**src/rtl/mux_sel_arbiter_pkg.sv**
```systemverilog
// Shared definitions for the mux_sel_arbiter slice.
//   N_SRC     : number of requesting sources (inputs of the downstream mux4_1)
//   SEL_W     : width of the mux select
//   state_t   : arbiter FSM states
//   sel_onehot: select value -> one-hot grant vector
package mux_sel_arbiter_pkg;

  localparam int unsigned N_SRC = 4;
  localparam int unsigned SEL_W = 2;

  typedef enum logic {
    ST_IDLE  = 1'b0,
    ST_GRANT = 1'b1
  } state_t;

  function automatic logic [N_SRC-1:0] sel_onehot(input logic [SEL_W-1:0] sel);
    logic [N_SRC-1:0] v;
    v      = '0;
    v[sel] = 1'b1;
    return v;
  endfunction

endpackage

```
**src/rtl/rr_pick4.sv**
```systemverilog
// Combinational round-robin winner selection over four requests.
//   req  in  4  request vector
//   last in  2  index of the most recently released source
//   win  out 2  first set request scanning last+1, last+2, ... modulo 4
//   any  out 1  at least one request is set (win is only meaningful then)
module rr_pick4
  import mux_sel_arbiter_pkg::*;
(
  input  logic [N_SRC-1:0] req,
  input  logic [SEL_W-1:0] last,
  output logic [SEL_W-1:0] win,
  output logic             any
);

  logic [SEL_W-1:0] idx;
  logic             found;

  always_comb begin
    win   = '0;
    idx   = '0;
    found = 1'b0;
    any   = |req;
    // Offsets 1..N_SRC; the 2-bit sum wraps so the last-served source is scanned last.
    for (int unsigned i = 1; i <= N_SRC; i++) begin
      idx = last + SEL_W'(i);
      if (!found && req[idx]) begin
        win   = idx;
        found = 1'b1;
      end
    end
  end

endmodule

```
**src/rtl/mux_sel_arbiter.sv**
```systemverilog
// Round-robin arbiter driving the 2-bit select of the downstream mux4_1.
// Each grant lasts at least HOLD_CYCLES cycles; it ends when the hold has
// expired and either the consumer signalled done (now or during the hold)
// or the granted source dropped its request.
//   clk    in   1  rising-edge clock
//   rst_n  in   1  asynchronous active-low reset
//   req    in   4  per-source request; bit i selects mux input i
//   done   in   1  single-cycle pulse: current transfer finished
//   s      out  2  registered mux select, stable for the whole grant
//   gnt    out  4  registered one-hot grant, zero when idle
//   busy   out  1  registered, equals |gnt
module mux_sel_arbiter
  import mux_sel_arbiter_pkg::*;
#(
  parameter int unsigned HOLD_CYCLES = 4,
  parameter int unsigned CNT_W       = 8
) (
  input  logic             clk,
  input  logic             rst_n,
  input  logic [N_SRC-1:0] req,
  input  logic             done,
  output logic [SEL_W-1:0] s,
  output logic [N_SRC-1:0] gnt,
  output logic             busy
);

  localparam logic [CNT_W-1:0] HOLD_LOAD = CNT_W'(HOLD_CYCLES - 1);

  state_t           state;
  logic [CNT_W-1:0] cnt;
  logic             done_seen;
  logic [SEL_W-1:0] last;

  logic [SEL_W-1:0] win;
  logic             any;
  logic             hold_over;
  logic             release_ok;

  rr_pick4 u_pick (
    .req  (req),
    .last (last),
    .win  (win),
    .any  (any)
  );

  always_comb begin
    hold_over  = (cnt == '0);
    release_ok = hold_over && (done || done_seen || !req[s]);
  end

  always_ff @(posedge clk or negedge rst_n) begin
    if (!rst_n) begin
      state     <= ST_IDLE;
      s         <= '0;
      gnt       <= '0;
      busy      <= 1'b0;
      cnt       <= '0;
      done_seen <= 1'b0;
      last      <= '1;
    end else begin
      case (state)
        ST_IDLE: begin
          if (any) begin
            s         <= win;
            gnt       <= sel_onehot(win);
            busy      <= 1'b1;
            cnt       <= HOLD_LOAD;
            done_seen <= 1'b0;
            state     <= ST_GRANT;
          end
        end
        ST_GRANT: begin
          if (release_ok) begin
            gnt   <= '0;
            busy  <= 1'b0;
            last  <= s;
            state <= ST_IDLE;
          end else if (!hold_over) begin
            // A done arriving during the hold is remembered, not acted on early.
            cnt <= cnt - CNT_W'(1);
            if (done) begin
              done_seen <= 1'b1;
            end
          end
        end
        default: state <= ST_IDLE;
      endcase
    end
  end

endmodule

```
**config.mk**
```make
export PLATFORM = sky130hd
export DESIGN_NAME = mux_sel_arbiter
export DESIGN_NICKNAME = d
export VERILOG_FILES = /design/src/rtl/mux_sel_arbiter_pkg.sv /design/src/rtl/rr_pick4.sv /design/src/rtl/mux_sel_arbiter.sv
export SDC_FILE = /design/constraint.sdc
export NUM_CORES = 1
export LEC_CHECK = 0
export ABC_AREA = 1
export CAP_MARGIN = 30
export CORE_ASPECT_RATIO = 1.5
export CORE_MARGIN = 2
export CORE_UTILIZATION = 30
export DETAILED_ROUTE_END_ITERATION = 8
export PLACE_DENSITY = 0.46
export SYNTH_ARGS = -nofsm -noshare
export SYNTH_HDL_FRONTEND = slang
export SYNTH_SLANG_ARGS = --single-unit
```
**constraint.sdc**
```tcl
create_clock -name clk -period 1.6 [get_ports clk]
set_input_delay 0.32 -clock clk [delete_from_list [all_inputs] [get_ports clk]]
set_output_delay 0.32 -clock clk [all_outputs]
set_load 0.02 [all_outputs]
```
# After elaboration in Yosys (flattened, before gate mapping)
# Cells that the tools add are included.
# W data, S select, Z words.
word_totals:
  in_bits: 7
  register_bits: 19
  wordCells: 79
  romBits: 0
  memories: 0
  out_inout_bits: 7
  latchBits: 0
  mem_bits_rw: 0
classes:
  addsub: 4
  n_lt_le_gt_ge: 7
  n_reduce_logical: 18
  mul: 0
  shifts: 0
  bitwise: 1
  div: 0
  n_eq_ne: 5
  muxes: 37
ops:
  columns: ["cell", "count"]
  rows:
  - ["$mux W8", 3]
  - ["$lt A2 B3 Y1 const B", 6]
  - ["$mux W1", 17]
  - ["$pmux W8 S2", 1]
  - ["$bmux W1 S2", 5]
  - ["$logic_not A8 Y1", 1]
  - ["$mux W2", 4]
  - ["$mux W4", 2]
  - ["$ne A2 B2 Y1 const B", 4]
  - ["$pmux W4 S2", 1]
  - ["$sub A8 B1 Y8 const B", 1]
  - ["$pmux W1 S2", 3]
  - ["$reduce_and A2 Y1", 3]
  - ["$logic_and A1 B1 Y1", 5]
  - ["$add A2 B2 Y2 const B", 2]
  - ["$logic_not A1 Y1", 4]
  - ["$reduce_and A4 Y1", 1]
  - ["$reduce_or A4 Y1", 1]
  - ["$reduce_and A3 Y1", 1]
  - ["$add A2 B1 Y2 const B", 1]
  - ["$demux W1 S2", 1]
  - ["$ge A2 B1 Y1 const B", 1]
  - ["$logic_or A1 B1 Y1", 2]
  - ["$ne A2 B1 Y1 const B", 1]
  - ["$not A1 Y1", 1]

# Longest topological paths before layout
depth:
  ltp_word: 19
  depth_mapped: 13
  ltp_nobuf: 12

# Cells and area by module
# From an unflattened synthesis, not the netlist that was laid out.
unflattened:
  cells_unflattened: 175
  hier_area_um2: 1350.0
by_module_without_submodules:
  columns: ["module", "seq_area_each_um2", "cells_each", "n_inst", "area_each_um2"]
  rows:
  - ["mux_sel_arbiter", 478.0, 125, 1, 1048.5]
  - ["rr_pick4", 0.0, 50, 1, 301.5]

# Least setup slack after synthesis
# No wires, ideal clock.
synth_timing:
  kind: "reg-to-reg"
  start: "reg last[0]"
  end: "reg gnt[0]"
  required_time_ns: 1.483
  path_slack_ns: 0.098
  n_path_buf: 1
  setup_ns: 0.117
  path_stages_with_launch: 13
  arrival_time_ns: 1.384
  period_less_slack_ns: 1.502
  path_cell_list: "dfstp_2 -> inv_2 -> buf_6 -> nand2_2 -> nand2_4 -> nand2_4 -> nand2_4 -> nor2_4 -> nand3_2 -> nand2_4 -> inv_1 -> nand3_1 -> nand2_1"
synth_via:
  elab_chain_len: 19
  elab_cells_between_ends: 31
  classes_between: "add/sub: 3; order compare: 2; mux: 19; reduce/logical: 7"
synth_lines:
  columns: ["item", "line", "source"]
  rows:
  - ["from (decl)", "mux_sel_arbiter.sv:32", "logic [SEL_W-1:0] last;"]
  - ["from (signal assigned)", "mux_sel_arbiter.sv:76", "last <= s;"]
  - ["$add A2 B1 Y2", "rr_pick4.sv:25", "idx = last + SEL_W'(i);"]
  - ["$bmux W1 S2", "rr_pick4.sv:26", "if (!found && req[idx]) begin"]
  - ["$mux W1 (implied by the code)", "rr_pick4.sv:26", null]
  - ["$mux W1", "rr_pick4.sv:26", null]
  - ["$logic_not A1 Y1", "rr_pick4.sv:26", null]
  - ["$logic_and A1 B1 Y1", "rr_pick4.sv:26", null]
  - ["$mux W1", "rr_pick4.sv:26", null]
  - ["$logic_not A1 Y1", "rr_pick4.sv:26", null]
  - ["[3 not listed]", null, null]
  - ["$logic_and A1 B1 Y1", "rr_pick4.sv:26", null]
  - ["$mux W2 (*)", "rr_pick4.sv:26", null]
  - ["$lt A2 B3 Y1 (implied by the code) or $ge A2 B1 Y1 (tied branches)", "mux_sel_arbiter_pkg.sv:19", "v[sel] = 1'b1;"]
  - ["$logic_and A1 B1 Y1 (implied by the code)", "mux_sel_arbiter_pkg.sv:19", null]
  - ["$mux W1 (implied by the code)", "mux_sel_arbiter_pkg.sv:19", null]
  - ["$demux W1 S2 (*)", "mux_sel_arbiter_pkg.sv:19", null]
  - ["$mux W4 (*)", "mux_sel_arbiter.sv:63", "if (any) begin"]
  - ["$pmux W4 S2 (*)", "mux_sel_arbiter.sv:61", "case (state)"]
  - ["to (signal assigned)", "mux_sel_arbiter.sv:65", "gnt <= sel_onehot(win);"]
  - ["to (decl)", "mux_sel_arbiter.sv:23", "output logic [N_SRC-1:0] gnt,"]
# Mark *: on every way between the ends. The rest lies on a longest branch, timed or not. The select of a mux whose other input is x is not followed.
# A chain may end at the register's enable or synchronous reset.

# Final worst setup path
layout_timing:
  start: "reg last[0]"
  end: "reg gnt[1]"
# Same word-level chain as after synthesis.

==> results.py <==
metrics = {
    "pwr": {
        "powerDensity_nw_per_um2": 1880,
        "ir_drop_uv": 1040,
        "power_frac_comb": 0.647,
        "p_int_w": 0.00178,
        "power_frac_clock": 0.097,
        "swShare": 0.476,
        "pwr-share-seq": 0.256,
        "leakagePower_nw": 0.901,
        "fin_total_pwr_w": 0.00340,
        "p_switching_w": 0.00162,
    },
    "status": {
        "outcome": "complete, but fails checks",
        "violations": "setup timing",
    },
    "sta": {
        "max_freq_mhz": 614,
        "rsz0062_at_grt": "yes",
        "finalMaxSlewViolations": 0,
        "hold_violations": 0,
        "timing.final.crit_share": 1.02,
        "tns_ps": -78.7,
        "fin_ws_ps": -28.6,
        "fin_skew_ps": 2.25,
        "worst_slew_pin_slew_ps": 248,
        "period_needed_ps": 1630,
        "setup_violations": 3,
        "max-slew-margin-rel": 0.833,
    },
    "clocking": {
        "cts_buffers": 3,
        "htreeDepth": 1,
        "cts_tree": "done",
        "cts_buffer_depth": 2,
        "path_clk_slew_ps": 70,
        "cts-root-buf": "clkbuf_8",
        "clock_latency_ps": 250,
        "clock_sinks": 19,
    },
    "route": {
        "wl_per_cell_um": 12.5,
        "drt_iter0_drc": 73,
        "vias": 1276,
        "viasPerCell": 4.83,
        "totalWireLength_um": 3290,
        "ant_nets": 0,
        "firstDrtPassIters": 3,
        "drc": 0,
    },
    "synthesis": {
        "ys_ff_latch": 19,
        "synth_adder_area_share": 0.0192,
        "synth_area_per_cell_um2": 7.25,
        "seq_area_frac_synth": 0.366,
        "yosys.area.top_type": "dfrtp_1",
        "synth-compound-area-share": 0.123,
        "syn_area_um2": 1310,
        "synth_top_area_share": 0.326,
        "syn_inst": 180,
        "synth_top_family_by_area": "simple AND/OR/NAND/NOR gates",
        "yosysWarnings": 0,
        "synthMuxAreaShare": 0,
        "yosys.area_share.simple": 0.380,
        "yosysUniqueCellTypes": 25,
        "synthTopCellsByArea": "dfrtp_1 (33%), nand2_1 (15%), nand3_1 (6.1%)",
        "synth-xor-area-share": 0.0201,
        "syn_nets": 189,
    },
    "global_routing": {
        "grtUsageTotal": 0.145,
        "grt_max_degree": 20,
        "grt_pass1_vias": 1328,
        "grt_overflow": 0,
        "antenna_found_initial": 0,
        "grt_pass1_wl_um": 5640,
    },
    "floorplanning": {
        "die_h_um": 84.8,
        "dieWidth_um": 57.9,
        "row_count": 29,
        "start_util": 0.310,
        "ios": 14,
        "core_um2": 4210,
        "dieArea_um2": 4900,
    },
    "finish": {
        "finalNonFillerCells": 264,
        "final_common_cell": "nand2_1",
        "ff_latch_area_um2": 478,
        "num-fill-cells": 435,
        "layout_common_cells": "nand2_1 (44), buf_4 (21), dfrtp_1 (17)",
        "insertedDiodeCount": 0,
        "multiInputGateArea_um2": 803,
        "drive_above_1_share": 0.339,
        "syn_to_final_growth_pct": 38.4,
        "final_nets": 228,
    },
    "place": {
        "place_congestion": 0.882,
        "numPortBuffers": 13,
        "hpwl_um": 2580,
        "post-place-cells": 255,
        "dp_slack_ps": -357,
    },
    "critical_path": {
        "endpoint_kind": "flip-flop",
        "path_max_fanout": 5,
        "crit_type": "flip-flop to flip-flop",
        "arrival_ps": 1810,
        "critical_path_required_ps": 1790,
        "reg2reg_slack_ps": -30,
        "critPathLaunchType": "flip-flop",
    },
    "job": {
        "maxCapViolations": 0,
    },
    "worst_hold_path": {
        "hold_path_class": "primary input to async pin",
    },
}
[state kept, by name, summed over array words and instances, names as in the netlist]
register   cells
cnt            8
gnt            4
last           2
s              2
busy           1
done_seen      1
state          1
[power by group through the flow]
stage / combinational, W / clock, W / sequential [W]
after global placement: 0.00191 / 0 / 0.000861
after CTS: 0.00201 / 0.000351 / 0.000855
after floorplan: 0.00134 / 0 / 0.000875
after global routing: 0.00248 / 0.000362 / 0.000895
after detailed placement: 0.00192 / 0 / 0.000869
final: 0.00220 / 0.000330 / 0.000870
[worst max-delay path, stage by stage, from the launching register on]
cell and delay [ps]:
dfstp_2 620, buf_6 140, nand2_4 50, nand2_4 90
nand2_4 60, buf_4 140, nand2_1 50, nand2_1 60
inv_2 60, nand2_4 60, buf_4 130, o21ai_2 90
[metrics by stage]
| stage | area [µm²] | utilization | hold WS [ps] |
|---|---|---|---|
| finish | 1810 | 0.429 | 398 |
| floorplan | 1310 | - | 24.4 |
| CTS | 1680 | 0.399 | 402 |
| global route | 1810 | 0.429 | 440 |
| detailed placement | 1600 | 0.380 | 475 |
| global placement | 1600 | 0.380 | 461 |
[synthesized netlist by cell type, drive strengths merged]
master / count
nand2: 65
inv: 23
o21a: 2
nor3: 2
a31oi: 1
xor2: 3
nand3: 17
o21ai: 16
buf: 3
ha: 2
nor2: 14
a21oi: 6
dfrtp: 17
o31ai: 1
dfstp: 2
o22ai: 1
nand4: 5
[final cells by class]
| cell class | instances | share of cell area |
|---|---|---|
| clock buffer | 4 | 0.0249 |
| inverter | 23 | 0.0506 |
| sequential | 19 | 0.265 |
| tap | 46 | 0.0319 |
| multi-input combinational | 135 | 0.445 |
| timing repair buffer | 37 | 0.183 |
[kinds of logic after synthesis]
logic type,Yosys count
and+or+nand+nor,103
adders and majority gates,2
xor gates and xnor gates,3
buffers and inverters,26
DFF,19
AOI/OAI and AO/OA,27
[routing by layer]
layer | up-vias | track usage | part of all wire
met3 | 8 | 0.0139 | 0.011
met2 | 12 | 0.272 | 0.56
met1 | 603 | 0.162 | 0.40
li1 | 653 | - | -
met5 | - | 0 | 0
met4 | 0 | 0.0571 | 0.024
[final timing paths]
| kind | depth (start not counted) | end | start |
|---|---|---|---|
| max in group asynchronous | 2 | last[1] | rst_n |
| setup / recovery | 11 | gnt[1] | last[0] |
| hold reg to reg | 2 | busy | busy |
| min in group clk | 2 | busy | busy |
| setup reg to reg | 11 | gnt[1] | last[0] |
| hold / removal | 2 | cnt[3] | rst_n |
[timing repair]
action | in CTS | in global routing
endpoints found under the hold margin | 0 | 0
resized for setup | 5 | 38
gates cloned | 0 | 0
hold buffers | 0 | 0
pin swaps | 2 | 14
endpoints found under the setup margin | 7 | 14
buffers inserted | 2 | 3
Power figures use the tool's default switching activity.
